`src/rtl/tanh_pwl_stream.sv`:
```
// -----------------------------------------------------------------------------
// tanh_pwl_stream
//
// Streaming tanh activation built from a shift-add piecewise-linear curve
// (four linear segments plus saturation), odd-symmetric, with no multipliers.
// LANES signed samples travel together as one beat under a single
// valid/ready handshake, through a three-stage pipeline:
//   S0: magnitude, sign and segment select
//   S1: shift-add evaluation of the selected segment
//   S2: scale to output format, clamp, sign restore (this is out_data)
//
// Number formats (F = WIDTH-3):
//   input  Q3.F signed, range [-4, 4)
//   output Q1.(WIDTH-1) signed, range [-MAXP, MAXP], MAXP = 2^(WIDTH-1)-1
//
// Parameters:
//   WIDTH  sample width in and out (>= 6)
//   LANES  samples per beat
//
// Ports:
//   clk        rising-edge clock
//   rst_n      asynchronous active-low reset, flushes every in-flight beat
//   in_valid   input beat valid
//   in_ready   a beat can be accepted this cycle
//   in_data    lane k at bits [k*WIDTH +: WIDTH]
//   out_valid  output beat valid
//   out_ready  downstream accepts this cycle
//   out_data   results, same lane packing; held while out_valid && !out_ready
//   sat_cnt    saturating count of input lanes with |x| >= 2.25
//              (exists only when TANH_PWL_SATCNT_EN is defined)
//
// Optional feature macro: TANH_PWL_SATCNT_EN
//
// Handshake: a transfer happens on any cycle where valid && ready are both
// high. A stage loads when it is empty or when its current content moves on
// in the same cycle, so bubbles collapse and the pipe sustains 1 beat/cycle.
// Latency is 3 cycles from input acceptance to out_valid.
// -----------------------------------------------------------------------------
module tanh_pwl_stream #(
  parameter int WIDTH = 8,
  parameter int LANES = 1
) (
  input  logic                   clk,
  input  logic                   rst_n,
  input  logic                   in_valid,
  output logic                   in_ready,
  input  logic [WIDTH*LANES-1:0] in_data,
  output logic                   out_valid,
  input  logic                   out_ready,
  output logic [WIDTH*LANES-1:0] out_data
`ifdef TANH_PWL_SATCNT_EN
  ,
  output logic [15:0]            sat_cnt
`endif
);

  localparam int F = WIDTH - 3;

  // Segment edges expressed in input LSBs (Q3.F).
  localparam logic [WIDTH-1:0] EDGE_0P5  = WIDTH'(1 << (F - 1));
  localparam logic [WIDTH-1:0] EDGE_1P0  = WIDTH'(1 << F);
  localparam logic [WIDTH-1:0] EDGE_1P5  = WIDTH'(3 << (F - 1));
  localparam logic [WIDTH-1:0] EDGE_2P25 = WIDTH'(9 << (F - 2));

  // Segment offsets in input LSBs; 0.6875 is floored when F < 4.
  localparam logic [WIDTH-1:0] OFS_HALF   = WIDTH'(1 << (F - 2));
  localparam logic [WIDTH-1:0] OFS_QTR    = WIDTH'(1 << (F - 1));
  localparam logic [WIDTH-1:0] OFS_EIGHTH = WIDTH'((11 << F) >> 4);

  localparam logic [WIDTH-1:0] ONE = WIDTH'(1);

  // Largest positive output, widened to compare against the <<2 result.
  localparam logic [WIDTH+1:0] MAXP_EXT = {3'b000, {(WIDTH-1){1'b1}}};
  localparam logic [WIDTH-1:0] MAXP     = MAXP_EXT[WIDTH-1:0];

  typedef enum logic [2:0] {
    SEG_LIN    = 3'd0,  // a < 0.5      : y = a
    SEG_HALF   = 3'd1,  // a < 1.0      : y = a/2 + 0.25
    SEG_QTR    = 3'd2,  // a < 1.5      : y = a/4 + 0.5
    SEG_EIGHTH = 3'd3,  // a < 2.25     : y = a/8 + 0.6875
    SEG_SAT    = 3'd4   // a >= 2.25    : y = MAXP
  } seg_e;

  // ---------------------------------------------------------------------------
  // Stage advance network. advN is high when stage N may load this cycle.
  // ---------------------------------------------------------------------------
  logic v0, v1, v2;
  logic adv0, adv1, adv2;

  assign adv2      = !v2 || out_ready;
  assign adv1      = !v1 || adv2;
  assign adv0      = !v0 || adv1;
  assign in_ready  = adv0;
  assign out_valid = v2;

  // ---------------------------------------------------------------------------
  // S0 combinational: magnitude, sign, segment.
  // |x| is kept WIDTH bits unsigned so that -4.0 maps to +4.0 (MSB set).
  // ---------------------------------------------------------------------------
  logic [WIDTH-1:0] c0_abs [LANES];
  seg_e             c0_seg [LANES];
  logic [LANES-1:0] c0_neg;

  always_comb begin
    c0_neg = '0;
    for (int k = 0; k < LANES; k++) begin
      c0_neg[k] = in_data[k*WIDTH + WIDTH - 1];
      if (c0_neg[k]) begin
        c0_abs[k] = (~in_data[k*WIDTH +: WIDTH]) + ONE;
      end else begin
        c0_abs[k] = in_data[k*WIDTH +: WIDTH];
      end

      // Edges belong to the upper segment.
      if (c0_abs[k] < EDGE_0P5) begin
        c0_seg[k] = SEG_LIN;
      end else if (c0_abs[k] < EDGE_1P0) begin
        c0_seg[k] = SEG_HALF;
      end else if (c0_abs[k] < EDGE_1P5) begin
        c0_seg[k] = SEG_QTR;
      end else if (c0_abs[k] < EDGE_2P25) begin
        c0_seg[k] = SEG_EIGHTH;
      end else begin
        c0_seg[k] = SEG_SAT;
      end
    end
  end

  logic [WIDTH-1:0] s0_abs [LANES];
  seg_e             s0_seg [LANES];
  logic [LANES-1:0] s0_neg;

  always_ff @(posedge clk or negedge rst_n) begin
    if (!rst_n) begin
      v0     <= 1'b0;
      s0_neg <= '0;
      for (int k = 0; k < LANES; k++) begin
        s0_abs[k] <= '0;
        s0_seg[k] <= SEG_LIN;
      end
    end else if (adv0) begin
      v0 <= in_valid;
      if (in_valid) begin
        s0_neg <= c0_neg;
        for (int k = 0; k < LANES; k++) begin
          s0_abs[k] <= c0_abs[k];
          s0_seg[k] <= c0_seg[k];
        end
      end
    end
  end

  // ---------------------------------------------------------------------------
  // S1 combinational: shift-add. Right shifts truncate toward zero, which is
  // floor because the operand is a magnitude.
  // ---------------------------------------------------------------------------
  logic [WIDTH-1:0] c1_y [LANES];
  logic [LANES-1:0] c1_sat;

  always_comb begin
    c1_sat = '0;
    for (int k = 0; k < LANES; k++) begin
      c1_y[k] = '0;
      unique case (s0_seg[k])
        SEG_LIN:    c1_y[k] = s0_abs[k];
        SEG_HALF:   c1_y[k] = (s0_abs[k] >> 1) + OFS_HALF;
        SEG_QTR:    c1_y[k] = (s0_abs[k] >> 2) + OFS_QTR;
        SEG_EIGHTH: c1_y[k] = (s0_abs[k] >> 3) + OFS_EIGHTH;
        SEG_SAT:    c1_sat[k] = 1'b1;
        default:    c1_y[k] = '0;
      endcase
    end
  end

  logic [WIDTH-1:0] s1_y [LANES];
  logic [LANES-1:0] s1_sat;
  logic [LANES-1:0] s1_neg;

  always_ff @(posedge clk or negedge rst_n) begin
    if (!rst_n) begin
      v1     <= 1'b0;
      s1_sat <= '0;
      s1_neg <= '0;
      for (int k = 0; k < LANES; k++) begin
        s1_y[k] <= '0;
      end
    end else if (adv1) begin
      v1 <= v0;
      if (v0) begin
        s1_sat <= c1_sat;
        s1_neg <= s0_neg;
        for (int k = 0; k < LANES; k++) begin
          s1_y[k] <= c1_y[k];
        end
      end
    end
  end

  // ---------------------------------------------------------------------------
  // S2 combinational: Q3.F -> Q1.(WIDTH-1) is a left shift by 2, then clamp
  // to MAXP. Negation of a value in [0, MAXP] can never reach -2^(WIDTH-1).
  // ---------------------------------------------------------------------------
  logic [WIDTH+1:0]       c2_scaled [LANES];
  logic [WIDTH-1:0]       c2_mag    [LANES];
  logic [WIDTH*LANES-1:0] c2_res;

  always_comb begin
    c2_res = '0;
    for (int k = 0; k < LANES; k++) begin
      c2_scaled[k] = {s1_y[k], 2'b00};
      if (s1_sat[k] || (c2_scaled[k] > MAXP_EXT)) begin
        c2_mag[k] = MAXP;
      end else begin
        c2_mag[k] = c2_scaled[k][WIDTH-1:0];
      end
      if (s1_neg[k]) begin
        c2_res[k*WIDTH +: WIDTH] = (~c2_mag[k]) + ONE;
      end else begin
        c2_res[k*WIDTH +: WIDTH] = c2_mag[k];
      end
    end
  end

  always_ff @(posedge clk or negedge rst_n) begin
    if (!rst_n) begin
      v2       <= 1'b0;
      out_data <= '0;
    end else if (adv2) begin
      v2 <= v1;
      if (v1) begin
        out_data <= c2_res;
      end
    end
  end

`ifdef TANH_PWL_SATCNT_EN
  // ---------------------------------------------------------------------------
  // Saturation counter: counts saturating lanes of each accepted input beat.
  // One extra sum bit detects overflow; the counter then sticks at all-ones.
  // ---------------------------------------------------------------------------
  logic [16:0] sat_sum;

  always_comb begin
    sat_sum = {1'b0, sat_cnt};
    for (int k = 0; k < LANES; k++) begin
      if (c0_seg[k] == SEG_SAT) begin
        sat_sum = sat_sum + 17'd1;
      end
    end
  end

  always_ff @(posedge clk or negedge rst_n) begin
    if (!rst_n) begin
      sat_cnt <= '0;
    end else if (in_valid && in_ready) begin
      sat_cnt <= sat_sum[16] ? 16'hFFFF : sat_sum[15:0];
    end
  end
`endif

endmodule
```
`config.mk`:
```
export PLATFORM = sky130hd
export DESIGN_NAME = tanh_pwl_stream
export DESIGN_NICKNAME = d
export VERILOG_FILES = /design/src/rtl/tanh_pwl_stream.sv
export SDC_FILE = /design/constraint.sdc
export NUM_CORES = 1
export LEC_CHECK = 0
export CORE_ASPECT_RATIO = 1.2
export CORE_MARGIN = 2
export CORE_UTILIZATION = 59
export DETAILED_ROUTE_END_ITERATION = 12
export PLACE_DENSITY = 0.87
export SYNTH_ARGS = -nofsm -noshare
export SYNTH_HDL_FRONTEND = slang
export SYNTH_SLANG_ARGS = --single-unit
export TNS_END_PERCENT = 50
```
`constraint.sdc`:
```
create_clock -name clk -period 4.1 [get_ports clk]
set_input_delay 1.025 -clock clk [delete_from_list [all_inputs] [get_ports clk]]
set_output_delay 1.025 -clock clk [all_outputs]
set_load 0.005 [all_outputs]
```
[Yosys cells after proc, flatten, opt, wreduce, memory -nomap -nowiden]
Cells that the tools add are included.
Word-level totals
  bits in registers: 33
  word-level logic and storage cells: 46
Operators by class
  $add $sub $neg: 5
  $lt $le $gt $ge: 5
  equal/unequal tests: 4
  muxes and demuxes: 9
  bitwise operators: 2
  reduce and logical (&&, ||, !) cells: 11
Operators with widths (number)
  8-bit case mux with 4 select lines: 1
  8-bit two-way mux: 3
  8-bit by 1-bit adder with 8-bit output (second input constant): 2
  8-bit by 6-bit < comparator with 1-bit output (second input constant): 2
  8-bit inverter: 2
  3-bit two-way mux: 4
  10-bit by 7-bit > comparator with 1-bit output (second input constant): 1
  7-bit by 4-bit adder with 8-bit output (second input constant): 1
  8-bit by 5-bit < comparator with 1-bit output (second input constant): 1
  8-bit by 7-bit < comparator with 1-bit output (second input constant): 1
  6-bit by 5-bit adder with 7-bit output (second input constant): 1
  5-bit by 5-bit adder with 6-bit output (second input constant): 1
  3-bit by 2-bit equality test with 1-bit output (second input constant): 2
  2-bit AND reduction: 3
  1-bit logical OR: 4
  3-bit by 1-bit equality test with 1-bit output (second input constant): 1
  3-bit equality test (second input constant): 1
  1-bit zero test: 3
  3-bit zero test: 1
  1-bit two-way mux: 1

[Logic depth before layout (Yosys ltp)]
Gate-level depths: netlist (run 1).
  word-level depth: 8
  depth in mapped cells: 8
  gate-level depth less buffers: 7

[Worst setup path before layout (run 1)]
OpenSTA, ideal clock, no wires.
  kind: in2reg
  start: input in_data[0]
  end: register s0_seg[0] (netlist bit)
  arrival: 2.508 ns
  slack: 1.516 ns
  cell stages on the path: 7
  buffers on the path: 0
  cell sequence: inv_1 -> ha_1 -> or3b_4 -> o31a_1 -> mux2i_1 -> mux2_2 -> o21ai_1
On the way
  word-level cells in the longest chain between the ends: 8
  elaborated cells on any way between the ends: 11
  classes of those cells: add/sub (1); order compare (4); mux (5); bitwise (1)
Ends and longest elaborated chain
  start, declared: RTL line 47  | input logic [WIDTH*LANES-1:0] in_data,
  8-bit inverter: RTL line 109  | c0_abs[k] = (~in_data[k*WIDTH +: WIDTH]) + ONE;
  8-bit by 1-bit adder with 8-bit output: RTL line 109
  8-bit two-way mux (*): RTL line 108  | if (c0_neg[k]) begin
  8-bit by 7-bit < comparator with 1-bit output: RTL line 121  | end else if (c0_abs[k] < EDGE_2P25) begin
  3-bit two-way mux: RTL line 121
  3-bit two-way mux: RTL line 119  | end else if (c0_abs[k] < EDGE_1P5) begin
  3-bit two-way mux: RTL line 117  | end else if (c0_abs[k] < EDGE_1P0) begin
  3-bit two-way mux (*): RTL line 115  | if (c0_abs[k] < EDGE_0P5) begin
  end signal, assigned by index: RTL line 147  | s0_seg[k] <= c0_seg[k];
  end, declared: RTL line 130  | seg_e s0_seg [LANES];
Mark *: on every way between the ends. The rest lies on a longest branch, timed or not.
A chain may end at the register's enable or synchronous reset.

[Final worst setup path (run 1)]
  start: input out_ready
  end: output in_ready
On the way
  word-level cells in the longest chain between the ends: 3
Ends and longest elaborated chain
  start, declared: RTL line 49  | input logic out_ready,
  1-bit logical OR: RTL line 90  | assign adv2 = !v2 || out_ready;
  1-bit logical OR: RTL line 91  | assign adv1 = !v1 || adv2;
  1-bit logical OR: RTL line 92  | assign adv0 = !v0 || adv1;
  end, declared: RTL line 46  | output logic in_ready,
No other way between the ends.

==> impl_metrics.tcl, run 1 <==
set metrics [dict create \
    status "finished, final reports clean" \
    clkPwrFrac_pct 17.6 \
    antenna_found_initial 0 \
    clkTransAtPathRegs_ns 0.09 \
    start_util_pct 61.4 \
    ctsResizeCount 0 \
    routed-via-count 1488 \
    cts_setup_buffers 0 \
    power.switching_mw 0.354 \
    p_per_area_nw_per_um2 487 \
    hold_path_class "reg2reg" \
    synthTopCellsByCount "36 x nand2_1, 33 x dfrtp_1, 23 x o21ai_0" \
    coreArea_um2 3060 \
    critical_path.max_fanout 3 \
    internal_power_mw 0.692 \
    drtPass1Iterations 4 \
    rsz0062_at_grt "false" \
    reg2reg_from "s1_y[7]$_DFFE_PN0P_" \
    maxCapViolations 0 \
    synthCells 209 \
    max_freq_ghz 0.312 \
    clock_sinks 33 \
    end_kind "output port" \
    seq_power_share_pct 47.6 \
    rows 22 \
    die_h_um 65.8 \
    ff2ff_setup_slack_ns 2.34 \
    min_to "out_data[3]$_DFFE_PN0P_" \
    drc 0 \
    yosysSeqAreaShare_pct 44.0 \
    nets 243 \
    layout_min_cycle_time_ns 3.20 \
    worstSetupPathType "in2out" \
    reg2reg_depth 5 \
    dieArea_um2 3650 \
    grt_pass1_vias 1387 \
    final_hold_viol_count 0 \
    hold_start "out_data[3]$_DFFE_PN0P_" \
    start_kind "primary input" \
    synth_edf_count 0 \
    vdd_drop_max_uv 381 \
    ys.flop_type "dfrtp_1" \
    final_util_pct 70.3 \
    cp.arrival_ns 2.18 \
    sw_frac_of_total_pct 33.8 \
    cts_root_buf "clkbuf_4" \
    yosys-top-cells-area "dfrtp_1 44%, nand2_1 7.2%, o21ai_0 6.1%" \
    io_pins 22 \
    area_delta_synth_final_pct 14.4 \
    fin_skew_ns 0.00474 \
    ys_warn_count 0 \
    p_leak_nw 0.921 \
    drt_iter0_markers 39 \
    fillerInstances 239 \
    grt_max_degree 34 \
    synth_fp_nets 226 \
    maxSlewHeadroom_pct 51.8 \
    antenna_cells 0 \
    routabilityCongestion 0.729 \
    async_flop_share_pct 100 \
    fin_crit_sh_pct 78.2 \
    synth.top_cell.area_share_pct 44.0 \
    syn_avg_cell_area_um2 8.98 \
    hold_depth 2 \
    track_usage_pct 20.4 \
    drt-wirelength-per-cell_um 12.6 \
    overflow 0 \
    syn_area_um2 1880 \
    wl_mm 3.30 \
    cp_data_required_time_ns 3.07 \
    cts-buffers-inserted 5 \
    p_comb_share_pct 34.8 \
    cts_tree "built" \
    synth_most_common_cell "nand2_1" \
    yosys.cell_types.count 41 \
    worstReg2RegEnd "out_data[6]$_DFFE_PN0P_" \
    setup_viol 0 \
    synth_seq_cells 33 \
    viasPerCell 5.68 \
    finalSetupTns_ns 0 \
    drive_above_1_share_pct 7.96 \
    drv_slew 0 \
    tightest_slew_ns 0.717 \
    die_w_um 55.5 \
    insertion_delay_ns 0.34 \
    clk_path_buf_depth 2 \
    hold_ws_ns 0.480 \
    io_buffer_count 21 \
    cts-hold-fix-buffers 0 \
    grt_pass1_wl_mm 5.90 \
    dp_hpwl_mm 2.45 \
    ant_nets 0 \
    htreeDepth 2 \
    synth_area_leader_cell "dfrtp_1" \
]
-- registers in the layout, indices dropped and copies added, names as in the netlist --
register   cells
s1_neg         1
s0_abs         8
s0_neg         1
s1_y           8
v1             1
s1_sat         1
s0_seg         3
out_valid      1
out_data       8
v0             1
-- cell usage in the layout (no fill, tap or decap), types with 2 or more instances in the layout --
cell type         n
nand2_1          36
dfrtp_1          33
o21ai_0          23
clkdlybuf4s50_1  21
nor2_1           13
a21oi_1          11
inv_1             8
o31ai_1           5
xor2_1            5
nand2b_1          5
mux2_2            5
ha_1              5
clkbuf_4          5
mux2i_1           4
o22ai_1           3
a22o_1            3
xnor2_1           3
nor2b_1           3
or3_1             3
nand4b_1          2
nand3_1           2
a32oi_1           2
a211oi_1          2
o21ai_2           2
a32o_1            2
nor3_1            2
o21ai_1           2
-- worst max-delay path, cell delays in order --
cell and delay (ns):
clkdlybuf4s50_1 0.48, nand4b_1 0.16, clkdlybuf4s50_1 0.52
-- worst max-delay path by stage --
stage               start                    end  slack [ns]
6_report        out_ready               in_ready        0.90
5_1_grt         out_ready               in_ready        0.82
4_1_cts         out_ready               in_ready        0.90
3_5_place_dp    out_ready               in_ready        0.90
3_3_place_gp    out_ready               in_ready        0.91
2_1_floorplan  in_data[0]  s0_seg[0]$_DFFE_PN0P_        1.52
-- power by group through the flow --
stage	Clock, mW	Combinational (mW)	Sequential (mW)
6_report	0.185	0.364	0.497
3_5_place_dp	0	0.367	0.505
2_1_floorplan	0	0.260	0.468
5_1_grt	0.196	0.416	0.518
3_3_place_gp	0	0.355	0.498
4_1_cts	0.186	0.369	0.498
-- metal layers --
layer / share of wire, % / up-vias / track usage (%)
li1: - / 775 / -
met1: 42 / 683 / 22.4
met2: 53 / 26 / 38.4
met3: 3.1 / 4 / 2.94
met4: 1.1 / 0 / 10.1
met5: 0 / - / 0
-- through the flow --
| stage | worst slack [ns] | std cells | cell area, µm² | power [mW] |
|---|---|---|---|---|
| after floorplan | 1.52 | 209 | 1880 | 0.728 |
| after global placement | 0.906 | 255 | 2090 | 0.853 |
| after detailed placement | 0.904 | 255 | 2090 | 0.872 |
| after CTS | 0.898 | 262 | 2150 | 1.05 |
| after global routing | 0.821 | 262 | 2150 | 1.13 |
| final | 0.895 | 262 | 2150 | 1.05 |
-- final cells by class --
type / count / area, µm² / share of cell area (%)
clock buffer: 7 / 55.1 / 2.56
inverter: 8 / 30.0 / 1.40
timing repair buffer: 22 / 218 / 10.1
tap: 36 / 45.0 / 2.10
sequential: 33 / 826 / 38.5
multi-input combinational: 156 / 973 / 45.3
-- kinds of logic after synthesis --
kind of cell | after synthesis | share of synthesized area (%)
AOI/OAI and AO/OA | 60 | 19.9
xor gates and xnor gates | 8 | 3.73
adders and majority gates | 5 | 3.33
buffers and inverters | 20 | 4.13
DFF | 33 | 44.0
muxes | 10 | 6.33
and+or+nand+nor | 73 | 18.5
(Power assumes the default switching activity.)
==> run 2: changes to the inputs <==
--- a/config.mk
+++ b/config.mk
@@ -7,9 +7,9 @@
 export LEC_CHECK = 0
 export CORE_ASPECT_RATIO = 1.2
 export CORE_MARGIN = 2
-export CORE_UTILIZATION = 59
+export CORE_UTILIZATION = 55
 export DETAILED_ROUTE_END_ITERATION = 12
-export PLACE_DENSITY = 0.87
+export PLACE_DENSITY = 0.82
 export SYNTH_ARGS = -nofsm -noshare
 export SYNTH_HDL_FRONTEND = slang
 export SYNTH_SLANG_ARGS = --single-unit
==> constraint.sdc (replaced) <==
create_clock -name clk -period 3.2 [get_ports clk]
set_input_delay 0.8 -clock clk [delete_from_list [all_inputs] [get_ports clk]]
set_output_delay 0.8 -clock clk [all_outputs]
set_load 0.005 [all_outputs]
==> impl_metrics.tcl, run 2 (same netlist as run 1, synthesis figures left out) <==
set metrics [dict create \
    cts_tree "built" \
    nets 245 \
    track_usage_pct 19.0 \
    drtPass1Iterations 4 \
    cts_root_buf "clkbuf_8" \
    htreeDepth 2 \
    maxSlewHeadroom_pct 51.7 \
    antenna_found_initial 0 \
    routed-via-count 1505 \
    cp_top_family "buffers and inverters" \
    crit_path_top_delay_cell "clkdlybuf4s50_1" \
    routabilityCongestion 0.751 \
    max_freq_ghz 0.361 \
    antenna_cells 0 \
    hold_start "out_data[6]$_DFFE_PN0P_" \
    slowest_delay_ns 0.53 \
    hold_ws_ns 0.473 \
    post-route-cell-area_um2 2180 \
    grt_max_degree 34 \
    cp_num_buf_inv 2 \
    rsz0062_at_grt "false" \
    reg2reg_from "s1_y[7]$_DFFE_PN0P_" \
    ff2ff_setup_slack_ns 1.47 \
    finalSetupTns_ns 0 \
    dp.cells 258 \
    io_buffer_count 21 \
    critPathLaunch "out_ready" \
    maxCapViolations 0 \
    stdcell_count 264 \
    fillerInstances 278 \
    end_kind "output port" \
    grt_pass1_wl_mm 5.63 \
    start_kind "primary input" \
    critical_path.max_fanout 3 \
    fin_crit_sh_pct 86.5 \
    seqCellArea_um2 826 \
    setup_viol 0 \
    final_hold_viol_count 0 \
    clock_sinks 33 \
    dp_hpwl_mm 2.38 \
    dieArea_um2 3900 \
    drive_above_1_share_pct 8.81 \
    cp.arrival_ns 1.97 \
    dp_worst_setup_slack_ns 0.244 \
    top_regs "out_data: 8 flops, s0_abs: 8 flops, s1_y: 8 flops" \
    layout_min_cycle_time_ns 2.77 \
    min_to "out_data[6]$_DFFE_PN0P_" \
    ant_nets 0 \
    clk_path_buf_depth 2 \
    hold_path_class "reg2reg" \
    reg2reg_depth 5 \
    rows 23 \
    cts-buffers-inserted 5 \
    crit_chain "clkdlybuf4s50_1, nand4b_1, clkdlybuf4s50_1" \
    status "finished, final reports clean" \
    area_delta_synth_final_pct 16.3 \
    hold_depth 2 \
    multi_input_area_um2 973 \
    clkTransAtPathRegs_ns 0.06 \
    worstReg2RegEnd "out_data[6]$_DFFE_PN0P_" \
    drc 0 \
    viasPerCell 5.70 \
    drt-wirelength-per-cell_um 12.2 \
    insertion_delay_ns 0.28 \
    p_per_area_nw_per_um2 636 \
    drv_slew 0 \
    grt_pass1_vias 1343 \
    cts_setup_buffers 0 \
    worstSetupPathType "in2out" \
    cp_data_required_time_ns 2.40 \
    io_pins 22 \
    p_total_mw 1.39 \
    die_h_um 68.0 \
    ctsResizeCount 0 \
    coreArea_um2 3310 \
    tightest_slew_ns 0.718 \
    wl_mm 3.23 \
    fin_ws_ns 0.432 \
    start_util_pct 56.7 \
    drt_iter0_markers 71 \
    place_area_um2 2110 \
    p_leak_nw 0.939 \
    cp_common_cell "clkdlybuf4s50_1" \
    die_w_um 57.3 \
    vdd_drop_max_uv 517 \
    final_util_pct 65.9 \
    overflow 0 \
    final_cell_mix "36 x nand2_1, 33 x dfrtp_1, 23 x o21ai_0, 21 x clkdlybuf4s50_1, 13 x nor2_1" \
    fin_skew_ns 0.00255 \
    final_common_cell "nand2_1" \
    cts-hold-fix-buffers 0 \
]
[run 2: worst max path at each step]
stage	depth (start not counted)	slack [ns]	to
after floorplan	7	0.84	s0_seg[0]$_DFFE_PN0P_
after CTS	3	0.44	in_ready
after global placement	8	0.32	s0_seg[0]$_DFFE_PN0P_
after global routing	3	0.37	in_ready
after detailed placement	8	0.24	s0_seg[1]$_DFFE_PN0P_
final	3	0.43	in_ready
[run 2: power by group]
group          total (mW)  internal, mW  switching [mW]
Sequential          0.636         0.523           0.113
Combinational       0.469         0.263           0.205
Clock               0.283         0.143           0.140
[run 2: tightest hold or removal path: cells and delay by family, from the launching register on]
family / cells / cell delay [ns]
and+or+nand+nor: 1 / 0.06
AOI/OAI and AO/OA: 1 / 0.05
DFF: 1 / 0.34
[run 2: cell type report]
type,count,area share [%]
Clock inverter,1,0.229
Inverter,8,1.38
Tap cell,37,2.12
Sequential cell,33,37.8
Timing Repair Buffer,24,10.7
Multi-Input combinational cell,156,44.6
Clock buffer,5,3.15
[run 2: routing by layer]
metal | wire, µm | vias up | GRT usage (%)
met5 | 0 | - | 0
met4 | 62 | 0 | 9.30
met3 | 125 | 6 | 5.67
met2 | 1650 | 31 | 34.2
met1 | 1400 | 694 | 20.5
li1 | - | 774 | -
